[src/rtl/decoder_2x4_pipe_if.sv]
// Handshake bus for the pipelined 2-to-4 decoder: input stream, one-hot output stream
// and decode-counter readback.
interface decoder_2x4_pipe_if #(
    parameter int unsigned CNT_W = 8
);
    logic             en;
    logic [1:0]       in_code;
    logic             in_valid;
    logic             in_ready;
    logic [3:0]       out_onehot;
    logic             out_valid;
    logic             out_ready;
    logic             clr_cnt;
    logic [1:0]       cnt_sel;
    logic [CNT_W-1:0] cnt_val;

    modport master (
        output en, in_code, in_valid, out_ready, clr_cnt, cnt_sel,
        input  in_ready, out_onehot, out_valid, cnt_val
    );

    modport slave (
        input  en, in_code, in_valid, out_ready, clr_cnt, cnt_sel,
        output in_ready, out_onehot, out_valid, cnt_val
    );
endinterface

[src/rtl/decoder_2x4_pipe.sv]
// 2-to-4 decoder behind a small ready/valid FIFO, with saturating per-line decode
// counters and registered counter readback.
module decoder_2x4_pipe #(
    parameter int unsigned DEPTH = 2,
    parameter int unsigned CNT_W = 8
) (
    input  logic              clk,
    input  logic              rst_n,
    decoder_2x4_pipe_if.slave bus
);
    localparam int unsigned AW = $clog2(DEPTH);
    localparam int unsigned PW = AW + 1;

    logic [PW-1:0]    wr_ptr;
    logic [PW-1:0]    rd_ptr;
    logic [1:0]       mem [DEPTH];
    logic [CNT_W-1:0] cnt [4];
    logic             full;
    logic             empty;
    logic             push;
    logic             pop;
    logic [3:0]       head_onehot;

    // Extra pointer MSB distinguishes full from empty when the index bits match.
    assign full  = (wr_ptr[PW-1] != rd_ptr[PW-1]) && (wr_ptr[AW-1:0] == rd_ptr[AW-1:0]);
    assign empty = (wr_ptr == rd_ptr);

    assign bus.in_ready = rst_n && bus.en && !full;
    assign push         = bus.in_valid && bus.in_ready;
    assign pop          = !empty && bus.out_ready;

    // Code 2'b00 maps to the MSB line, 2'b11 to the LSB line.
    always_comb begin
        head_onehot = 4'b1000 >> mem[rd_ptr[AW-1:0]];
    end

    assign bus.out_valid  = !empty;
    assign bus.out_onehot = empty ? 4'b0000 : head_onehot;

    always_ff @(posedge clk or negedge rst_n) begin
        if (!rst_n) begin
            wr_ptr <= '0;
            rd_ptr <= '0;
        end else begin
            if (push) wr_ptr <= wr_ptr + PW'(1);
            if (pop)  rd_ptr <= rd_ptr + PW'(1);
        end
    end

    // Storage needs no reset; pointers alone define which entries are live.
    always_ff @(posedge clk) begin
        if (push) mem[wr_ptr[AW-1:0]] <= bus.in_code;
    end

    always_ff @(posedge clk or negedge rst_n) begin
        if (!rst_n) begin
            for (int i = 0; i < 4; i++) cnt[i] <= '0;
        end else if (bus.clr_cnt) begin
            for (int i = 0; i < 4; i++) cnt[i] <= '0;
        end else if (pop) begin
            for (int i = 0; i < 4; i++) begin
                if (head_onehot[i] && (cnt[i] != {CNT_W{1'b1}}))
                    cnt[i] <= cnt[i] + CNT_W'(1);
            end
        end
    end

    // Readback samples the pre-update counter value.
    always_ff @(posedge clk or negedge rst_n) begin
        if (!rst_n) bus.cnt_val <= '0;
        else        bus.cnt_val <= cnt[bus.cnt_sel];
    end
endmodule

[src/flat_wrapper.sv]
// flat-port wrapper written by rule: the top's interface ports become plain ports
module decoder_2x4_pipe_flat 
#(
    parameter int unsigned DEPTH = 2,
    parameter int unsigned CNT_W = 8
)
  (clk, rst_n, bus_en, bus_in_code, bus_in_valid, bus_out_ready, bus_clr_cnt, bus_cnt_sel, bus_in_ready, bus_out_onehot, bus_out_valid, bus_cnt_val);
  decoder_2x4_pipe_if #(.CNT_W(CNT_W)) bus_i ();
  input  logic clk;
  input  logic rst_n;
  input wire logic [$bits(bus_i.en)-1:0] bus_en;
  input wire logic [$bits(bus_i.in_code)-1:0] bus_in_code;
  input wire logic [$bits(bus_i.in_valid)-1:0] bus_in_valid;
  input wire logic [$bits(bus_i.out_ready)-1:0] bus_out_ready;
  input wire logic [$bits(bus_i.clr_cnt)-1:0] bus_clr_cnt;
  input wire logic [$bits(bus_i.cnt_sel)-1:0] bus_cnt_sel;
  output wire logic [$bits(bus_i.in_ready)-1:0] bus_in_ready;
  output wire logic [$bits(bus_i.out_onehot)-1:0] bus_out_onehot;
  output wire logic [$bits(bus_i.out_valid)-1:0] bus_out_valid;
  output wire logic [$bits(bus_i.cnt_val)-1:0] bus_cnt_val;
  assign bus_i.en = bus_en;
  assign bus_i.in_code = bus_in_code;
  assign bus_i.in_valid = bus_in_valid;
  assign bus_i.out_ready = bus_out_ready;
  assign bus_i.clr_cnt = bus_clr_cnt;
  assign bus_i.cnt_sel = bus_cnt_sel;
  assign bus_in_ready = bus_i.in_ready;
  assign bus_out_onehot = bus_i.out_onehot;
  assign bus_out_valid = bus_i.out_valid;
  assign bus_cnt_val = bus_i.cnt_val;
  decoder_2x4_pipe #(.DEPTH(DEPTH), .CNT_W(CNT_W)) u_core (.clk(clk), .rst_n(rst_n), .bus(bus_i));
endmodule
[config.mk]
export PLATFORM = sky130hd
export DESIGN_NAME = decoder_2x4_pipe_flat
export DESIGN_NICKNAME = d
export VERILOG_FILES = /design/src/rtl/decoder_2x4_pipe_if.sv /design/src/rtl/decoder_2x4_pipe.sv /design/src/flat_wrapper.sv
export SDC_FILE = /design/constraint.sdc
export NUM_CORES = 1
export LEC_CHECK = 0
export ABC_AREA = 0
export BUFFER_PORTS_ARGS = -buffer_cell sky130_fd_sc_hd__buf_2
export CORE_MARGIN = 1.5
export CORE_UTILIZATION = 63
export CTS_BUF_LIST = sky130_fd_sc_hd__clkbuf_16
export DETAILED_ROUTE_END_ITERATION = 8
export GPL_TIMING_DRIVEN = 0
export PLACE_DENSITY = 0.87
export SYNTH_ARGS = -nofsm -noshare
export SYNTH_HDL_FRONTEND = slang
export SYNTH_SLANG_ARGS = --single-unit
export TNS_END_PERCENT = 100
[constraint.sdc]
create_clock -name clk -period 6.06 [get_ports clk]
set_clock_uncertainty 0.1 [all_clocks]
set_input_delay 1.212 -clock clk [delete_from_list [all_inputs] [get_ports clk]]
set_output_delay 1.212 -clock clk [all_outputs]
set_load 0.02 [all_outputs]
; Yosys cells after proc, flatten, opt, wreduce, memory -nomap -nowiden
; Memory sizes are Yosys's and may differ from the RTL's.
; Cells that the tools add are included.
[word_totals]
regBits = 44
ram_bits = 4
inputBits = 10
word_cells = 56
mem_count = 1
[memory_table]
columns = name, depth, word_bits, rd, rd_clocked_by_memory_dff, write_ports, line
row1 = u_core.mem, 2, 2, 1, 0, 1, decoder_2x4_pipe.sv:16  ; logic [1:0] mem [DEPTH];
[classes]
addsub = 6
magnitude_cmp = 1
n_eq_ne = 7
n_shift = 1
muxes = 12
bitwise_logic = 1
n_reduce_logical = 20
[ops]
columns = op, n
row1 = $mux 32, 2
row2 = $mux 8, 6
row3 = $add 8x1->8 const B, 4
row4 = $ne 8x8->1 const B, 4
row5 = $bmux 8 s2, 1
row6 = $reduce_bool 2->1, 5
row7 = $logic_and 1x1->1, 9
row8 = $reduce_and 2->1, 4
row9 = $add 2x1->2 const B, 2
row10 = $mux 4, 1
row11 = $shr 4x2->4 const A, 1
row12 = $ge 3x3->1 const B, 1
row13 = $not 2->3, 1
row14 = $eq 2x2->1, 1
row15 = $logic_not 1->1, 2
row16 = $mux 1, 2
row17 = $eq 1x1->1, 1
row18 = $ne 1x1->1, 1

; Longest topological paths before layout
[depth]
ltp_word = 7
ltp_mapped = 6
ltp_nobuf = 6

; Worst setup path after synthesis
; OpenSTA, ideal clock, no wires.
[synth_path]
path_type = input to output
startpoint = input bus_en
endpoint = output bus_in_ready
t_arrival_ns = 1.463
t_required_ns = 4.748
slack_ns = 3.285
cell_stages = 1
n_path_buf = 0
cell_sequence = o211a_1
[synth_between]
elab_chain_cells = 2
[synth_rtl]
columns = element, line
row1 = start: declaration, flat_wrapper.sv:11  ; input wire logic [$bits(bus_i.en)-1:0] bus_en;
row2 = $logic_and 1x1->1 (2 in series), decoder_2x4_pipe.sv:28  ; assign bus.in_ready = rst_n && bus.en && !full;
row3 = end: declaration, flat_wrapper.sv:17  ; output wire logic [$bits(bus_i.in_ready)-1:0] bus_in_ready;
; Every way passes these cells.

; Final worst setup path
[layout_path]
startpoint = input rst_n
endpoint = output bus_in_ready
[layout_between]
elab_chain_cells = 2
[layout_rtl]
columns = element, line
row1 = start: declaration, flat_wrapper.sv:10  ; input logic rst_n;
row2 = $logic_and 1x1->1 (2 in series), decoder_2x4_pipe.sv:28
; Every way passes these cells.

==> results.json <==
{
  "outcome": "completed",
  "final-seq-area_sq_um": 1220,
  "p_per_area_nw_per_um2": 323,
  "period_share_pct": 62.1,
  "drive_above_1_share_pct": 17.8,
  "rr_startpoint": "u_core.rd_ptr[0]",
  "whs_ns": 0.433,
  "fmax_mhz": 266,
  "clk_latency_ns": 0.29,
  "drtAntennaViolNets": 0,
  "worst_slack_ns": 2.30,
  "synth_top_area_share_pct": 42.7,
  "slew_viol_final": 0,
  "remaining_drc_errors": 0,
  "hold_class": "flop to flop",
  "hold_violations": 0,
  "hold_buffers": 0,
  "multiInputGateArea_sq_um": 1290,
  "maxCapViolCount": 0,
  "dr.first_iter.drc_count": 242,
  "p_sw_share_pct": 33.8,
  "fin_crit_ns": 3.76,
  "required_ns": 4.75,
  "antenna_cells": 0,
  "setup_viol": 0,
  "cp-start-kind": "input pin",
  "r2r-end": "u_core.cnt[23]",
  "power_uw": 937,
  "whs_path_depth": 1,
  "p_int_uw": 620,
  "num-fill-cells": 293,
  "worst_setup_path_end_kind": "output pin",
  "synth-seq-cells": 48,
  "dieWidth_um": 66.9,
  "drt_first_pass_iters": 7,
  "fin_nets": 283,
  "syn_area_sq_um": 2580,
  "rsz0062_at_grt": "no",
  "syn2layout_area_growth_pct": 12.5,
  "ios": 24,
  "synth_edf_count": 4,
  "instances_no_fill": 320,
  "crit_arrival_ns": 2.45,
  "ys_top_cells_by_count": "44 x dfrtp_1, 41 x nor2_1, 25 x xnor2_1",
  "cts_tree": "done",
  "power_frac_comb_pct": 28.7,
  "clk_pin_slew_worst_paths_ns": 0.05,
  "antenna_found_initial": 0,
  "routed_wl_um": 5710,
  "grt_max_degree": 46,
  "slew_headroom_pct": 34.1,
  "p_leak_uw": 0.00122,
  "dpl_worst_slack_ns": 2.25,
  "numClockSinks": 48,
  "synth_top_cell_by_area": "dfrtp_1",
  "cts_root_buf": "clkbuf_16",
  "place_inst": 312,
  "clockBufferDepth": 2,
  "yosysMostFrequentCell": "dfrtp_1",
  "yosysSeqAreaShare_pct": 47.4,
  "worst_pin_slew_ns": 0.988,
  "grt_pass1_wl_um": 9500,
  "ys.flop_type": "dfrtp_1",
  "crit_type": "input pin to output pin",
  "post-cts-setup-buffer-count": 0,
  "ir_worst_vdd_v": 0.000322,
  "cts.repair.resized": 0,
  "r2r_slack_ns": 3.74,
  "track_usage_pct": 29.4,
  "grt_pass1_vias": 1927,
  "wl_per_cell_um": 17.9,
  "pwr-share-clk_pct": 30.9,
  "yosysWarningCount": 0,
  "crit_path_max_fanout": 45,
  "grt_overflow_total": 0,
  "die_h_um": 66.9,
  "rows": 23,
  "avgSynthCellArea_sq_um": 10.6,
  "io_buffers": 20,
  "seqPwrFrac_pct": 40.5,
  "start_util_pct": 64.9,
  "synth_area_leaders": "dfrtp_1 43%, xnor2_1 8.5%, mux4_2 7.0%",
  "holdPathEnd": "u_core.rd_ptr[1]",
  "syn_inst": 242,
  "syn-num-nets": 256,
  "numCtsBuffers": 5,
  "async_flop_share_pct": 91.7,
  "viasPerCell": 6.18,
  "setup_tns_ns": 0,
  "core-area_sq_um": 3970,
  "routed-via-count": 1977,
  "dieArea_sq_um": 4480,
  "hp-start": "u_core.rd_ptr[1]",
  "ys_types": 41,
  "gp_congestion": 0.901,
  "dp_hpwl_um": 3840,
  "p_switching_uw": 317,
  "htree_num_levels": 2,
  "r2r_cells": 6
}
metrics by stage:
step                utilization, %  area [sq um]
floorplan                        -          2580
global placement              69.0          2740
detailed placement            69.0          2740
CTS                           73.0          2900
global route                  73.0          2900
finish                        73.0          2900
routing by layer:
layer / wire (um) / global-route usage (%) / up-vias
li1: - / - / 913
met1: 2350 / 36.4 / 944
met2: 2800 / 48.4 / 101
met3: 404 / 7.77 / 19
met4: 165 / 13.0 / 0
met5: 0 / 0 / -
critical path, stage by stage:
cell     delay [ns]
buf_2          0.74
o211a_1        0.31
buf_2          0.17
power groups by stage:
stage | Clock, uW | Sequential (uW) | Combinational (uW)
finish | 289 | 379 | 269
global placement | 0 | 383 | 260
detailed placement | 0 | 385 | 264
floorplan | 0 | 381 | 198
global route | 305 | 382 | 297
CTS | 294 | 379 | 267
cell usage in the layout (no fill, tap or decap), types with 5 or more instances in the layout:
cell,count
a21oi_1,6
nand3_1,12
buf_2,22
clkbuf_16,6
nand2_1,8
a211oi_1,5
clkbuf_1,6
nor3_1,7
nor2b_1,6
mux4_2,8
mux2i_1,5
xnor2_1,25
nor2_1,41
inv_1,8
dfrtp_1,44
nand4_1,9
state kept, by name (all words and copies together), names as in the netlist:
signal,flops
u_core.bus.cnt_val,8
u_core.cnt,32
u_core.rd_ptr,2
u_core.wr_ptr,2
u_core.mem,4
worst max path at each step:
stage,start,to,depth (start not counted)
after global placement,rst_n,bus_in_ready,3
final,rst_n,bus_in_ready,3
after global routing,rst_n,bus_in_ready,3
after CTS,rst_n,bus_in_ready,3
after floorplan,bus_en,bus_in_ready,1
after detailed placement,rst_n,bus_in_ready,3
area by class of cell:
type / instances / share of cell area (%)
inverter: 7 / 0.907
tap: 50 / 2.16
sequential: 48 / 42.1
clock buffer: 6 / 5.18
timing repair buffer: 20 / 3.45
multi-input combinational: 178 / 44.5
clock inverter: 2 / 0.302
buffer: 9 / 1.38
cells by family after synthesis:
group | synth area share (%)
compound gates | 6.85
xor+xnor | 9.52
fa+ha+maj | 1.94
buf+inv | 2.57
flops | 47.4
mux | 11.9
simple gates | 19.9
(Power assumes the default switching activity.)
